`config.mk`:
```
export PLATFORM = sky130hd
export DESIGN_NAME = uart_receiver
export DESIGN_NICKNAME = d
export VERILOG_FILES = /design/src/rtl/uart_receiver.sv
export SDC_FILE = /design/constraint.sdc
export NUM_CORES = 1
export LEC_CHECK = 0
export CORE_ASPECT_RATIO = 0.7
export CORE_MARGIN = 2
export CORE_UTILIZATION = 35
export DETAILED_ROUTE_END_ITERATION = 16
export HOLD_SLACK_MARGIN = 0.06
export SLEW_MARGIN = 10
export SYNTH_ARGS = -nofsm -noshare
export SYNTH_HDL_FRONTEND = slang
export SYNTH_SLANG_ARGS = --single-unit
```
`constraint.sdc`:
```
create_clock -name clock -period 1.7 [get_ports clock]
set_input_delay 0.17 -clock clock [delete_from_list [all_inputs] [get_ports clock]]
set_output_delay 0.17 -clock clock [all_outputs]
set_load 0.01 [all_outputs]
```
`src/rtl/uart_receiver.sv`:
```
// 8N1 serial receiver: synchronises rx, recovers start/data/stop bits by mid-bit
// sampling, and delivers each good byte as a single-cycle char_data/char_ready strobe.
module uart_receiver #(
  parameter int CLOCK_FREQUENCY = 50000000,
  parameter int BAUD_RATE       = 115200
) (
  input  logic       clock,
  input  logic       reset,
  input  logic       rx,
  output logic [7:0] char_data,
  output logic       char_ready,
  output logic       framing_error,
  output logic       busy
);

  localparam int CLOCKS_PER_BIT = CLOCK_FREQUENCY / BAUD_RATE;
  localparam int HALF_BIT       = CLOCKS_PER_BIT / 2;
  localparam int CNT_W          = $clog2(CLOCKS_PER_BIT);

  localparam logic [CNT_W-1:0] FULL_LAST = CNT_W'(CLOCKS_PER_BIT - 1);
  localparam logic [CNT_W-1:0] HALF_LAST = CNT_W'(HALF_BIT - 1);

  // Below four clocks per bit the half-bit start check has no room to reject glitches.
  if (CLOCKS_PER_BIT < 4) begin : g_bad_rate
    $error("uart_receiver: CLOCK_FREQUENCY / BAUD_RATE must be at least 4");
  end

  typedef enum logic [2:0] {
    IDLE      = 3'd0,
    START     = 3'd1,
    DATA      = 3'd2,
    STOP      = 3'd3,
    WAIT_HIGH = 3'd4
  } state_t;

  state_t           state;
  state_t           state_next;
  logic             rx_sync1;
  logic             rx_sync;
  logic [CNT_W-1:0] bit_counter;
  logic [2:0]       bit_index;
  logic [7:0]       shift;
  logic             at_half;
  logic             at_full;

  assign at_half = (bit_counter == HALF_LAST);
  assign at_full = (bit_counter == FULL_LAST);

  always_ff @(posedge clock or posedge reset) begin
    if (reset) begin
      rx_sync1 <= 1'b1;
      rx_sync  <= 1'b1;
    end else begin
      rx_sync1 <= rx;
      rx_sync  <= rx_sync1;
    end
  end

  always_ff @(posedge clock or posedge reset) begin
    if (reset) begin
      state <= IDLE;
    end else begin
      state <= state_next;
    end
  end

  always_comb begin
    state_next = state;
    case (state)
      IDLE:      if (!rx_sync) state_next = START;
      START:     if (at_half) state_next = rx_sync ? IDLE : DATA;
      DATA:      if (at_full && (bit_index == 3'd7)) state_next = STOP;
      STOP:      if (at_full) state_next = rx_sync ? IDLE : WAIT_HIGH;
      WAIT_HIGH: if (rx_sync) state_next = IDLE;
      default:   state_next = IDLE;
    endcase
  end

  always_comb begin
    busy = 1'b0;
    if (state != IDLE) busy = 1'b1;
  end

  // Bit timing, shift register and the registered byte/strobe outputs.
  always_ff @(posedge clock or posedge reset) begin
    if (reset) begin
      bit_counter   <= '0;
      bit_index     <= 3'd0;
      shift         <= 8'h00;
      char_data     <= 8'h00;
      char_ready    <= 1'b0;
      framing_error <= 1'b0;
    end else begin
      char_ready <= 1'b0;
      case (state)
        IDLE: begin
          if (!rx_sync) bit_counter <= '0;
        end
        START: begin
          if (at_half) begin
            bit_counter <= '0;
            bit_index   <= 3'd0;
          end else begin
            bit_counter <= bit_counter + 1'b1;
          end
        end
        DATA: begin
          if (at_full) begin
            shift       <= {rx_sync, shift[7:1]};
            bit_counter <= '0;
            bit_index   <= bit_index + 3'd1;
          end else begin
            bit_counter <= bit_counter + 1'b1;
          end
        end
        STOP: begin
          if (at_full) begin
            bit_counter <= '0;
            if (rx_sync) begin
              char_data  <= shift;
              char_ready <= 1'b1;
            end else begin
              framing_error <= 1'b1;
            end
          end else begin
            bit_counter <= bit_counter + 1'b1;
          end
        end
        default: begin
        end
      endcase
    end
  end

endmodule

```
After elaboration in Yosys (flattened, before gate mapping). Index checks and enable logic that the tools add are counted.

Bits in registers: 35. Bits of input ports: 3. Output and inout port bits: 11.

Add/sub/neg operators: 2. Equal/unequal tests: 13. Multiplexer cells: 19. Bitwise gates (word level): 1. Reduce and logical (&&, ||, !) cells: 12.

Operators by type and width (count): $mux 9 (3); $pmux 9 s3 (1); $mux 3 (8); $pmux 3 s5 (1); $ne 2x2->1 const B (6); $add 9x1->9 const B (1); $eq 9x8->1 const B (1); $eq 9x9->1 const B (1); $reduce_and 3->1 (3); $eq 3x2->1 const B (2); $eq 3x3->1 const B (2); $pmux 3 s2 (1); $reduce_bool 3->1 (2); $reduce_and 5->1 (1); $mux 1 (4); $reduce_and 2->1 (2); $add 3x1->3 const B (1); $eq 3x1->1 const B (1); $logic_not 3->1 (1); $mux 2 (1); $reduce_bool 2->1 (1); $reduce_or 2->1 (1); $logic_and 1x1->1 (1); $not 1->1 (1).

Depth between registers and ports, before layout.
Word-level depth: 4. Depth in mapped cells: 7. Mapped depth without buffers: 6.

Worst setup path before layout. OpenSTA, ideal clock, no wires.

Path type: register -> register. From: register bit_counter[1]. To: register bit_index[1]. Data arrival time: 1.565 ns. Required time: 1.575 ns. Setup slack: 0.010 ns. Stages on the path, launching flop included: 7. Buffers on the path: 0. Path through: dfrtp_1 inv_1 ha_1 and4b_2 nand4_2 o21ai_2 mux2_2.

Longest elaborated chain between the ends: 3. Elaborated cells between the ends (all ways): 5.

Ends and longest elaborated chain: from (decl) (RTL line 40) `logic [CNT_W-1:0] bit_counter;`; from (signal assigned) (RTL line 104) `bit_counter <= bit_counter + 1'b1;`; from (signal assigned) (RTL line 113) `bit_counter <= bit_counter + 1'b1;`; from (signal assigned) (RTL line 126) `bit_counter <= bit_counter + 1'b1;`; $eq 9x9->1 or $eq 9x8->1 (tied branches) (RTL line 47, 46); $ne 2x2->1 (no line); $reduce_and 3->1 (no line) *; to (signal assigned) (RTL line 111) `bit_index <= bit_index + 3'd1;`; to (decl) (RTL line 41) `logic [2:0] bit_index;`.

Every way passes the cells marked *; elsewhere a longest branch is shown, timed or not. A chain may end at the register's enable or synchronous reset.

Worst setup path after layout.
From: register bit_counter[1]. To: register char_data[6].

Longest elaborated chain between the ends: 2.

Ends and longest elaborated chain: $eq 9x9->1 (RTL line 47) `assign at_full = (bit_counter == FULL_LAST);`; $reduce_and 3->1 (no line); to (signal assigned) (RTL line 120) `char_data <= shift;`; to (decl) (RTL line 10) `output logic [7:0] char_data,`.

No other way between the ends.

==> tab_implementation.tex <==
\begin{tabular}{lr}
\hline
Metric & Value \\
\hline
\multicolumn{2}{l}{\textbf{Logic synthesis}} \\
Synth Warn \# & 0 \\
Synthesized instance count & 151 \\
Simple-gate share of the synthesized area & 18.1\% \\
Register bit count reported by yosys & 35 \\
Part of the Yosys area used for sequential elements & 49.7\% \\
Async set or reset register ratio after synthesis & 100\% \\
Xor and xnor area share after synthesis & 0\% \\
Total nets after synthesis & roughly 160 \\
Fraction of the mapped netlist area in adder cells & 3.54\% \\
Compound-Gate Fraction of Synth Area & 10.9\% \\
Mux cell area share after synthesis & a little over an eighth \\
Largest family of logic cells by synthesized area & simple AND/OR/NAND/NOR gates \\
Count of flip-flops with a built-in enable after synthesis & 0 \\
Most common flop cell mapped by yosys & dfrtp\_1 \\
Post-synthesis cell area & 0.00177 mm² \\
Number of different library cells in the post-synthesis netlist & between 40 and 50 \\
Mean Syn Cell Area & 11.7 µm² \\
\multicolumn{2}{l}{\textbf{Die}} \\
Chip height & 63.4 µm \\
Core Area & 0.00481 mm² \\
Die width & 88.9 µm \\
IO Pins & 14 \\
DIE AREA & 0.00564 mm² \\
Number of cell rows & 21 \\
Initial Util & approximately 37\% \\
\multicolumn{2}{l}{\textbf{Place}} \\
Routability cong. & roughly 0.78 \\
DP Wirelength & 2.50 mm \\
Post-detailed-placement cell area & 0.00208 mm² \\
Placed cell count & 245 \\
Number of input and output port buffers inserted & 13 \\
\multicolumn{2}{l}{\textbf{Power}} \\
PnR Total Power & 0.00164 W \\
Flop pwr share & approximately half \\
Max VDD drop & 548 µV \\
Leakage power of the design & 1.10 nW \\
Combinational cell fraction of total power & under 10\% \\
Internal power of the cells & approximately 0.0013 W \\
Fraction of power consumed by the clock network & a little under half \\
Power spent charging and discharging nets & between 0.0003 and 0.0004 W \\
Total power density per cell area & 713 mW/mm² \\
Switching power as a share of total power & 19.6\% \\
\multicolumn{2}{l}{\textbf{Routing}} \\
Drt wl/cell & 13.8 µm \\
Vias & around 1300 \\
Ratio of routed vias to standard cells & roughly 4.9 \\
Total length of routed wires & approximately 3.6 mm \\
Drt first pass iters & 4 \\
Antenna-violating nets left & 0 \\
Detailed-route DRC error count & 0 \\
Number of DRC violations after detailed-routing iteration 0 & 116 \\
\multicolumn{2}{l}{\textbf{Worst setup path}} \\
Slowest Stage Delay on Critical Path & 0.39 ns \\
Critical-path cell list & inv\_2, ha\_4, and4b\_2, buf\_6, and3\_4, nand3\_4, mux2\_4 \\
Worst-path maximum fanout & 8 \\
Critical Path End Type & register \\
Worst reg-to-reg path cell count & 7 \\
CP required & 1.87 ns \\
Arrival time of the worst setup path & between 1.5 and 2 ns \\
Critical-path cell with the highest stage delay & dfrtp\_1 \\
Kind of launch point of the worst setup path & register \\
Critical path start-end classification & register to register \\
\multicolumn{2}{l}{\textbf{STA}} \\
Smallest hold slack & roughly 0.27 ns \\
Total count of hold-check failures in the final report & 0 \\
Min Tclk post-route & roughly 1.8 ns \\
Slew of the pin with the lowest slew margin & between 0.4 and 0.5 ns \\
Number of pins exceeding their max-slew limit in the final report & 0 \\
Relative max-transition margin & between 60\% and 70\% \\
Clock Skews & 0.00763 ns \\
Worst Slack Setup Final & -0.116 ns \\
Maximum frequency from static timing analysis & 0.551 GHz \\
Final worst-path cycle share & 107\% \\
RSZ-0062 raised after global routing & yes \\
\# setup viols final & 18 \\
\multicolumn{2}{l}{\textbf{Clock tree}} \\
Clock Pin Slew Worst Setup and Hold Paths & 0.07 ns \\
CTS root buffer & clkbuf\_8 \\
Num CTS Buffers & 5 \\
Sink Count & 35 \\
Hold-fix buffers, CTS & 0 \\
TritonCTS clock tree & done \\
Insertion delay of the later-clocked pin in the worst-skew pair & 0.29 ns \\
Clock tree buffer depth & 2 \\
Htree depth & 2 \\
\multicolumn{2}{l}{\textbf{Cells and area}} \\
Antenna diode count & 0 \\
Most frequent standard cell in the layout excluding fill and tap cells & dfrtp\_1 \\
Commonest cells after routing, fill and taps aside & dfrtp\_1, buf\_4, nand2\_1, clkdlybuf4s50\_1, mux2\_4 \\
P\&R area growth vs syn & 30.1\% \\
Post-route insts no fill & $\sim$260 \\
Nets@finish & 196 \\
Finished Cell Area & about 0.0023 mm² \\
Share of cells above drive strength 1 & 39.7\% \\
\multicolumn{2}{l}{\textbf{Global route}} \\
Maximum number of pins on one net before global-route repair & 36 \\
Via count of the first global-routing pass & approximately 1300 \\
Grt ovf & 0 \\
First-pass GRT wire length & 6.13 mm \\
Initial antenna violation count & 0 \\
Global routing usage summed across all routing layers & 14.1\% \\
\multicolumn{2}{l}{\textbf{Outcome}} \\
Violations in the final reports & setup timing \\
Run status & finished, violations left \\
\multicolumn{2}{l}{\textbf{Worst hold path}} \\
Worst min-delay path category & input pin to asynchronous set/reset pin \\
\multicolumn{2}{l}{\textbf{Run}} \\
Maxcap violations & 0 \\
\hline
\end{tabular}
## worst max-delay path, delay by kind of cell, from the launching register on
kind / cells / cell delay (ns)
fa+ha+maj: 1 / 0.13
simple gates: 3 / 0.61
flops: 1 / 0.39
buf+inv: 2 / 0.22
mux: 1 / 0.35
## final timing paths
| kind | start | endpoint | slack, ns |
|---|---|---|---|
| min in group clock | rx | rx_sync1 | 0.28 |
| setup reg to reg | bit_counter[1] | char_data[6] | -0.12 |
| max in group asynchronous | reset | rx_sync | 1.07 |
| hold reg to reg | rx_sync1 | rx_sync | 0.36 |
| hold / removal | reset | shift[0] | 0.27 |
| setup / recovery | bit_counter[1] | char_data[6] | -0.12 |
## logic make-up after synthesis
| family | count (synthesis) |
|---|---|
| AND/OR/NAND/NOR | 53 |
| buffers and inverters | 12 |
| flip-flops | 35 |
| adder cells (fa/ha/maj) | 5 |
| multiplexers | 19 |
| AO/OA/AOI/OAI | 27 |
## power by group through the flow
| stage | sequential (W) | combinational, W | clock [W] |
|---|---|---|---|
| after floorplan | 0.000853 | 0.0000171 | 0 |
| after global placement | 0.000856 | 0.0000248 | 0 |
| after detailed placement | 0.000856 | 0.0000257 | 0 |
| after CTS | 0.000841 | 0.0000256 | 0.000791 |
| after global routing | 0.000840 | 0.0000283 | 0.000837 |
| final | 0.000841 | 0.0000240 | 0.000773 |
## cells in the mapped netlist (all sizes together) (2+ instances only)
| cell | count | area [µm²] |
|---|---|---|
| a21o | 2 | 15.0 |
| nor2b | 2 | 12.5 |
| o211ai | 4 | 30.0 |
| and2b | 2 | 16.3 |
| ha | 5 | 62.6 |
| nor2 | 9 | 36.3 |
| or3 | 2 | 13.8 |
| and4bb | 2 | 25.0 |
| a21oi | 4 | 20.0 |
| mux2 | 18 | 233 |
| nand2 | 15 | 56.3 |
| nand3 | 5 | 37.5 |
| o21ai | 9 | 48.8 |
| dfstp | 2 | 52.6 |
| and3 | 3 | 23.8 |
| clkbuf | 3 | 12.5 |
| dfrtp | 33 | 826 |
| buf | 5 | 42.5 |
| nor3 | 4 | 20.0 |
| nand4 | 3 | 25.0 |
| o22ai | 3 | 18.8 |
| inv | 4 | 15.0 |
## repair_timing
| item | in CTS | in global routing |
|---|---|---|
| pin swaps | 6 | 1 |
| setup endpoints to repair | 22 | 31 |
| gates resized for setup | 12 | 11 |
| setup buffers | 3 | 2 |
| hold endpoints to repair | 0 | 0 |
## routing by layer
layer	track usage, %	part of all wire, %
met5	0	0
met4	5.68	1.9
met3	3.15	3.4
met2	21.5	46
met1	19.4	49
## flip-flops by register name (all words and copies together), names as in the netlist
name           flops
bit_index          3
rx_sync1           1
framing_error      1
rx_sync            1
char_ready         1
char_data          8
shift              8
state              3
bit_counter        9
## final cells by class
type | count | area, µm²
repair buffers | 38 | 334
inverters | 4 | 15.0
well taps | 69 | 86.3
clock buffers | 6 | 82.6
flip-flops and latches | 35 | 880
fillers | 435 | 2510
clock inverters | 2 | 35.0
multi-input cells | 104 | 866
## stage by stage
| stage | TNS (ns) | utilization, % | setup WS, ns |
|---|---|---|---|
| 4_1_cts | -1.06 | 47.0 | -0.105 |
| 3_5_place_dp | -2.02 | 43.2 | -0.187 |
| 3_3_place_gp | -1.01 | 43.2 | -0.0821 |
| 2_1_floorplan | 0 | - | 0.0104 |
| 5_1_grt | -2.99 | 47.8 | -0.190 |
| 6_report | -1.27 | 47.8 | -0.116 |
Note: power is estimated with default switching activity, not from simulation.
